==> config.mk <==
export PLATFORM = sky130hd
export DESIGN_NAME = mem_port_arbiter_flat
export DESIGN_NICKNAME = d
export VERILOG_FILES = /design/src/rtl/mem_port_arbiter_if.sv /design/src/rtl/mem_port_arbiter.sv /design/src/flat_wrapper.sv
export SDC_FILE = /design/constraint.sdc
export NUM_CORES = 1
export LEC_CHECK = 0
export ABC_AREA = 1
export CAP_MARGIN = 40
export CORE_UTILIZATION = 42
export DETAILED_ROUTE_END_ITERATION = 10
export GPL_TIMING_DRIVEN = 1
export PLACE_DENSITY = 0.86
export SYNTH_ARGS = -nofsm -noshare
export SYNTH_HDL_FRONTEND = slang
export SYNTH_SLANG_ARGS = --single-unit
==> constraint.sdc <==
create_clock -name clk -period 3.5 [get_ports clk]
set_input_delay 0.7 -clock clk [delete_from_list [all_inputs] [get_ports clk]]
set_output_delay 0.7 -clock clk [all_outputs]
set_load 0.01 [all_outputs]
==> src/rtl/mem_port_arbiter_if.sv <==
// Bundle of the three requester ports, the hold control, the per-port
// completion signals and the single-port memory bus.
// "master" is the environment side (requesters plus memory);
// "slave" is the arbiter side.
interface mem_port_arbiter_if #(
  parameter int AW = 10,
  parameter int DW = 32
);
  logic [2:0]      req;
  logic [2:0]      we;
  logic [3*AW-1:0] addr;
  logic [3*DW-1:0] wdata;
  logic            hold;
  logic [2:0]      ack;
  logic [DW-1:0]   rdata;
  logic [1:0]      owner;
  logic            busy;
  logic            mem_en;
  logic            mem_we;
  logic [AW-1:0]   mem_addr;
  logic [DW-1:0]   mem_wdata;
  logic [DW-1:0]   mem_rdata;

  modport master (
    output req, we, addr, wdata, hold, mem_rdata,
    input  ack, rdata, owner, busy, mem_en, mem_we, mem_addr, mem_wdata
  );

  modport slave (
    input  req, we, addr, wdata, hold, mem_rdata,
    output ack, rdata, owner, busy, mem_en, mem_we, mem_addr, mem_wdata
  );
endinterface

==> src/rtl/mem_port_arbiter.sv <==
// Three-port arbiter in front of a single-port memory with a fixed read
// latency. Port 2 (loader/debug) has absolute priority; ports 0 (fetch)
// and 1 (data) share round-robin. One transaction is outstanding at a time:
// IDLE -> ISSUE (1 cycle) -> WAIT (MEM_LAT cycles) -> RESP (1 cycle).
// Outputs decode only state and latched registers, so there is no
// combinational path from req, hold or mem_rdata to any output.
module mem_port_arbiter #(
  parameter int AW      = 10,
  parameter int DW      = 32,
  parameter int MEM_LAT = 2
) (
  input logic               clk,
  input logic               rst_n,
  mem_port_arbiter_if.slave bus
);

  if (MEM_LAT < 1 || MEM_LAT > 4) begin : g_bad_mem_lat
    $error("mem_port_arbiter: MEM_LAT must be within 1..4");
  end

  typedef enum logic [1:0] {
    ST_IDLE  = 2'd0,
    ST_ISSUE = 2'd1,
    ST_WAIT  = 2'd2,
    ST_RESP  = 2'd3
  } state_e;

  state_e        state_q, state_d;
  logic [1:0]    owner_q, owner_d;
  logic          we_q, we_d;
  logic [AW-1:0] addr_q, addr_d;
  logic [DW-1:0] wdata_q, wdata_d;
  logic [DW-1:0] rdata_q, rdata_d;
  logic [1:0]    cnt_q, cnt_d;
  // Index (0 or 1) of the port last granted among ports 0/1; that port
  // loses the next tie.
  logic          last_q, last_d;

  logic [2:0]    elig_s;
  logic          grant_s;
  logic [1:0]    win_s;

  // Eligibility and priority selection of the winning port for this cycle.
  always_comb begin
    elig_s  = {bus.req[2], bus.req[1] & ~bus.hold, bus.req[0] & ~bus.hold};
    grant_s = 1'b1;
    win_s   = 2'd0;
    if (elig_s[2]) begin
      win_s = 2'd2;
    end else if (elig_s[1] && elig_s[0]) begin
      win_s = {1'b0, ~last_q};
    end else if (elig_s[1]) begin
      win_s = 2'd1;
    end else if (elig_s[0]) begin
      win_s = 2'd0;
    end else begin
      grant_s = 1'b0;
      win_s   = 2'd0;
    end
  end

  // Next-state logic: grant latch, latency countdown and read-data capture.
  always_comb begin
    state_d = state_q;
    owner_d = owner_q;
    we_d    = we_q;
    addr_d  = addr_q;
    wdata_d = wdata_q;
    rdata_d = rdata_q;
    cnt_d   = cnt_q;
    last_d  = last_q;
    case (state_q)
      ST_IDLE: begin
        if (grant_s) begin
          state_d = ST_ISSUE;
          owner_d = win_s;
          we_d    = bus.we[win_s];
          addr_d  = bus.addr[win_s*AW +: AW];
          wdata_d = bus.wdata[win_s*DW +: DW];
          // Port 2 grants leave the 0/1 round-robin pointer alone.
          if (win_s != 2'd2) begin
            last_d = win_s[0];
          end else begin
            last_d = last_q;
          end
        end else begin
          state_d = ST_IDLE;
        end
      end
      ST_ISSUE: begin
        state_d = ST_WAIT;
        cnt_d   = 2'(MEM_LAT - 1);
      end
      ST_WAIT: begin
        if (cnt_q == 2'd0) begin
          state_d = ST_RESP;
          if (!we_q) begin
            rdata_d = bus.mem_rdata;
          end else begin
            rdata_d = rdata_q;
          end
        end else begin
          cnt_d = cnt_q - 2'd1;
        end
      end
      ST_RESP: begin
        state_d = ST_IDLE;
      end
      default: begin
        state_d = ST_IDLE;
      end
    endcase
  end

  // State and latched-transaction registers with synchronous active-low reset.
  always_ff @(posedge clk) begin
    if (!rst_n) begin
      state_q <= ST_IDLE;
      owner_q <= 2'b11;
      we_q    <= 1'b0;
      addr_q  <= '0;
      wdata_q <= '0;
      rdata_q <= '0;
      cnt_q   <= 2'd0;
      last_q  <= 1'b0;
    end else begin
      state_q <= state_d;
      owner_q <= owner_d;
      we_q    <= we_d;
      addr_q  <= addr_d;
      wdata_q <= wdata_d;
      rdata_q <= rdata_d;
      cnt_q   <= cnt_d;
      last_q  <= last_d;
    end
  end

  // Output decode from state and latched registers only.
  always_comb begin
    bus.mem_en    = (state_q == ST_ISSUE);
    bus.mem_we    = (state_q == ST_ISSUE) & we_q;
    bus.mem_addr  = addr_q;
    bus.mem_wdata = wdata_q;
    bus.rdata     = rdata_q;
    bus.busy      = (state_q != ST_IDLE);
    if (state_q == ST_IDLE) begin
      bus.owner = 2'b11;
    end else begin
      bus.owner = owner_q;
    end
    if (state_q == ST_RESP) begin
      bus.ack = 3'b001 << owner_q;
    end else begin
      bus.ack = 3'b000;
    end
  end

endmodule

==> src/flat_wrapper.sv <==
// flat-port wrapper written by rule: the top's interface ports become plain ports
module mem_port_arbiter_flat 
#(
  parameter int AW      = 10,
  parameter int DW      = 32,
  parameter int MEM_LAT = 2
)
  (clk, rst_n, bus_req, bus_we, bus_addr, bus_wdata, bus_hold, bus_mem_rdata, bus_ack, bus_rdata, bus_owner, bus_busy, bus_mem_en, bus_mem_we, bus_mem_addr, bus_mem_wdata);
  mem_port_arbiter_if #(.AW(AW), .DW(DW)) bus_i ();
  input logic clk;
  input logic rst_n;
  input wire logic [$bits(bus_i.req)-1:0] bus_req;
  input wire logic [$bits(bus_i.we)-1:0] bus_we;
  input wire logic [$bits(bus_i.addr)-1:0] bus_addr;
  input wire logic [$bits(bus_i.wdata)-1:0] bus_wdata;
  input wire logic [$bits(bus_i.hold)-1:0] bus_hold;
  input wire logic [$bits(bus_i.mem_rdata)-1:0] bus_mem_rdata;
  output wire logic [$bits(bus_i.ack)-1:0] bus_ack;
  output wire logic [$bits(bus_i.rdata)-1:0] bus_rdata;
  output wire logic [$bits(bus_i.owner)-1:0] bus_owner;
  output wire logic [$bits(bus_i.busy)-1:0] bus_busy;
  output wire logic [$bits(bus_i.mem_en)-1:0] bus_mem_en;
  output wire logic [$bits(bus_i.mem_we)-1:0] bus_mem_we;
  output wire logic [$bits(bus_i.mem_addr)-1:0] bus_mem_addr;
  output wire logic [$bits(bus_i.mem_wdata)-1:0] bus_mem_wdata;
  assign bus_i.req = bus_req;
  assign bus_i.we = bus_we;
  assign bus_i.addr = bus_addr;
  assign bus_i.wdata = bus_wdata;
  assign bus_i.hold = bus_hold;
  assign bus_i.mem_rdata = bus_mem_rdata;
  assign bus_ack = bus_i.ack;
  assign bus_rdata = bus_i.rdata;
  assign bus_owner = bus_i.owner;
  assign bus_busy = bus_i.busy;
  assign bus_mem_en = bus_i.mem_en;
  assign bus_mem_we = bus_i.mem_we;
  assign bus_mem_addr = bus_i.mem_addr;
  assign bus_mem_wdata = bus_i.mem_wdata;
  mem_port_arbiter #(.AW(AW), .DW(DW), .MEM_LAT(MEM_LAT)) u_core (.clk(clk), .rst_n(rst_n), .bus(bus_i));
endmodule
### After elaboration in Yosys (flattened, before gate mapping)

Cells that the tools add are included.

* register bits after elaboration: 82
* bits of input ports: 167
* output and inout bits: 82
* word-level logic and storage cells: 51

* $add $sub $neg: 1
* multipliers: 1
* $lt $le $gt $ge: 1
* equal/unequal tests: 6
* shift operators: 3
* muxes and demuxes: 16
* bitwise gates (word level): 6
* reductions and logical operators: 9

Operators by type and width (number)
* $shiftx A96 B8 Y32: 1
* $shiftx A30 B7 Y10: 1
* $mux W2: 5
* $pmux W2 S4: 1
* $mux W1: 7
* $reduce_and A3 Y1: 2
* $mul A2 B3 Y5 const B: 1
* $eq A2 B2 Y1 const B: 2
* $logic_not A2 Y1: 2
* $ne A2 B2 Y1 const B: 2
* $pmux W2 S2: 1
* $reduce_and A2 Y1: 2
* $reduce_bool A2 Y1: 2
* $and A1 B1 Y1: 3
* $lt A2 B3 Y1 const B: 1
* $mux W3: 1
* $not A1 Y1: 3
* $shl A1 B2 Y3 const A: 1
* $bmux W1 S2: 1
* $eq A2 B1 Y1 const B: 1
* $ne A2 B1 Y1 const B: 1
* $sub A2 B1 Y2 const B: 1
* $logic_and A1 B1 Y1: 1

### Longest topological paths before layout

* depth after elaboration: 8
* mapped depth: 9
* mapped depth without buffers: 8

### Worst setup path after synthesis

No wires, ideal clock.

* path kind: flip-flop to output port
* from: reg u_core.state_q[0]
* to: out bus_owner[0]
* data arrival time: 0.931 ns
* data required time: 2.800 ns
* slack: 1.869 ns
* cell stages (with the launch flop): 5
* buffers on the path: 0
* cell sequence: dfxtp_1 > inv_1 > ha_1 > inv_1 > nand2_1

* cells in the longest elaborated chain, start to end: 2

Ends and longest elaborated chain
* from (decl): RTL line mem_port_arbiter.sv:28 `state_e state_q, state_d;`
* from (signal assigned): RTL line mem_port_arbiter.sv:127 `state_q <= state_d;`
* $logic_not A2 Y1: RTL line mem_port_arbiter.sv:146 `if (state_q == ST_IDLE) begin`
* $mux W2: RTL line mem_port_arbiter.sv:146
* to (decl): RTL line flat_wrapper.sv:20 `output wire logic [$bits(bus_i.owner)-1:0] bus_owner;`

Every way passes these cells.

### Worst setup path in the final report

* from: reg u_core.state_q[0]
* to: out bus_owner[1]

Same word-level chain as after synthesis.

==> impl_results.md <==
- Syn Inst Count: 673
- Die Wd: 106 um
- Final HPWL DP: 10200 um
- R2r endpoint: u_core.bus.rdata[16]
- Initial core utilization: 43.5%
- Post-Syn Nets: 846
- Crit path cell chain: inv_1, ha_1, inv_1, nand2_1, clkdlybuf4s50_1
- Commonest non-fill, non-tap cell in the layout: nand2_1
- Vias/cell: 4.71
- Leak pwr: 3.18 nW
- Ports: 249
- First-pass GRT wire length: 22400 um
- Slew Viols, Final: 0
- Total number of vias: 4909
- Nets: 1075
- Clk sinks: 82
- Initial DRC count: 274
- Slew headroom: 50.2%
- Most frequent cells in the layout: nand2_1 (270), clkdlybuf4s50_1 (246), dfxtp_1 (82)
- Status: completed
- Crit start category: register
- CP Data Arrival Time: 1920 ps
- CTS tree: done
- Total power: 4.24 mW
- Worst-path clk slew: 80 ps
- Layout fillers: 853
- Cell mode on critical path: inv_1
- R2r setup slk: 1590 ps
- Syn. warnings: 0
- DRC Markers: 0
- Crit path largest cell delay: 550 ps
- Final core utilization: 69.5%
- Final Hold Fails: 0
- Root Buffer: clkbuf_8
- Number of placement rows: 37
- Postcts setup bufs: 0
- Max Cap Violations: 0
- FF-to-FF Start: u_core.state_q[0]
- Critical path type: register to primary output
- Register area share after synthesis: 36.4%
- Hold Crit Class: register to register
- Worst slew pin tran: 747 ps
- H-tree levels: 3
- Yosys reg bits: 82
- Fmax: 382 MHz
- Final wirelength: 14100 um
- Max Buffers Root-to-Sink: 2
- Setup crit end kind: primary output
- CP max stage cell: clkdlybuf4s50_1
- Crit Path Max Fanout: 5
- Tcrit/Tclk final: 74.8%
- Die area: 0.0112 mm^2
- Routed len/inst: 13.5 um
- Synthesized cell area: 0.00452 mm^2
- Grt ovf: 0
- Final setup vio count: 0
- Initial antenna violation count: 0
- I/O Buffers: 248
- Crit. Startpoint: u_core.state_q[0]
- RD Place Congestion: 0.811
- Mapped Avg Cell Area: 6.71 um^2
- Core Area: 0.0104 mm^2
- Setup TNS: 0 ps
- Maximum VDD drop: 0.359 mV
- Pwr dens: 587 mW/mm^2
- Num CTS Buffers: 9
- Hold_buf cts: 0
- Crit path max-delay family: buffers and inverters
- PostCTS Resize Cnt: 0
- WP depth: 5
- Share of layout cells above drive strength 1: 12.2%
- Die H: 106 um
- Largest net degree at the start of global routing: 45
- Clk_skew: 10.6 ps
- Vias in the first global route: 4621
- GR Util All Layers: 25.1%
- Crit path buffers/inverters: 3
- Min Tclk post-route: 2620 ps
- Worst Setup EP: bus_owner[1]
- Antenna cells: 0
- Final ANT Viol Nets: 0
- Crit path required time: 2800 ps
- RSZ-0062 raised after global routing: no
- Worst R2R Path Depth: 9
- 1st-pass router iterations: 4
- Synth unique cells: 23
- Worst-Skew Late Latency: 340 ps
- P&R area growth vs syn: 59.7%
-- through the flow --
step	std cells	hold slack [ps]	instance area, um^2	setup slack (ps)
2_1_floorplan	673	441	4520	1870
3_3_place_gp	1026	473	6990	1030
3_5_place_dp	1027	477	7010	978
4_1_cts	1043	488	7210	880
5_1_grt	1043	519	7210	770
6_report	1043	485	7210	882
-- where the power goes --
part / total (mW) / internal, mW / switching [mW]
sequential: 1.37 / 1.23 / 0.146
clock: 0.721 / 0.354 / 0.367
combinational: 2.14 / 1.05 / 1.09
-- cells by family after synthesis --
family          Yosys count  synth area share, %
fa+ha+maj                 6                 1.66
flops                    82                 36.4
buf+inv                 104                 11.2
compound gates          123                 20.0
simple gates            358                 30.8
-- Yosys cell counts, drive strengths merged --
cell type | count | area share (%)
inv | 63 | 5.3
clkbuf | 13 | 1.1
a21oi | 86 | 16
buf | 28 | 4.8
dfxtp | 82 | 36
a2bb2oi | 1 | 0.19
or2 | 1 | 0.14
o21ai | 36 | 4.0
ha | 6 | 1.7
nor3 | 3 | 0.33
nand3 | 5 | 0.83
nand2 | 272 | 23
nor2 | 76 | 6.5
nand4 | 1 | 0.14
-- cell type report --
cell class	instances	area, um^2	share of cell area (%)
repair buffers	259	2590	35.9
clock inverters	5	62.6	0.868
flip-flops and latches	82	1640	22.8
well taps	136	170	2.36
inverters	63	239	3.31
clock buffers	11	141	1.96
multi-input cells	487	2370	32.8
-- how the worst min path moves through the flow --
stage	from	end	slack (ps)	cells after the start
final	u_core.cnt_q[0]	u_core.cnt_q[0]	490	2
after detailed placement	u_core.cnt_q[0]	u_core.cnt_q[0]	480	2
after global routing	u_core.cnt_q[0]	u_core.cnt_q[0]	520	2
after global placement	u_core.cnt_q[0]	u_core.cnt_q[0]	470	2
after CTS	u_core.cnt_q[0]	u_core.cnt_q[0]	490	2
after floorplan	u_core.last_q	u_core.last_q	440	2
-- state kept, by name, indices dropped and copies added (netlist names) --
name / flops
u_core.bus.mem_wdata: 32
u_core.bus.rdata: 32
u_core.bus.mem_addr: 10
u_core.cnt_q: 2
u_core.owner_q: 2
u_core.state_q: 2
u_core.last_q: 1
u_core.we_q: 1
-- metal layers --
metal	up-vias	track usage, %	part of all wire [%]
met3	22	7.36	8.8
met5	-	0	0
met1	2185	31.0	43
met4	0	8.53	1.9
met2	188	41.7	46
li1	2514	-	-
-- worst reg2reg max path, cell delays in order, from the launching register on --
cell and delay [ps]:
dfxtp_1 400, inv_1 100, ha_1 230, nand2_1 80, nor2_1 40, buf_4 220
inv_1 380, buf_8 230, nor2_1 60, nor2_1 110
Power figures use the tool's default switching activity.
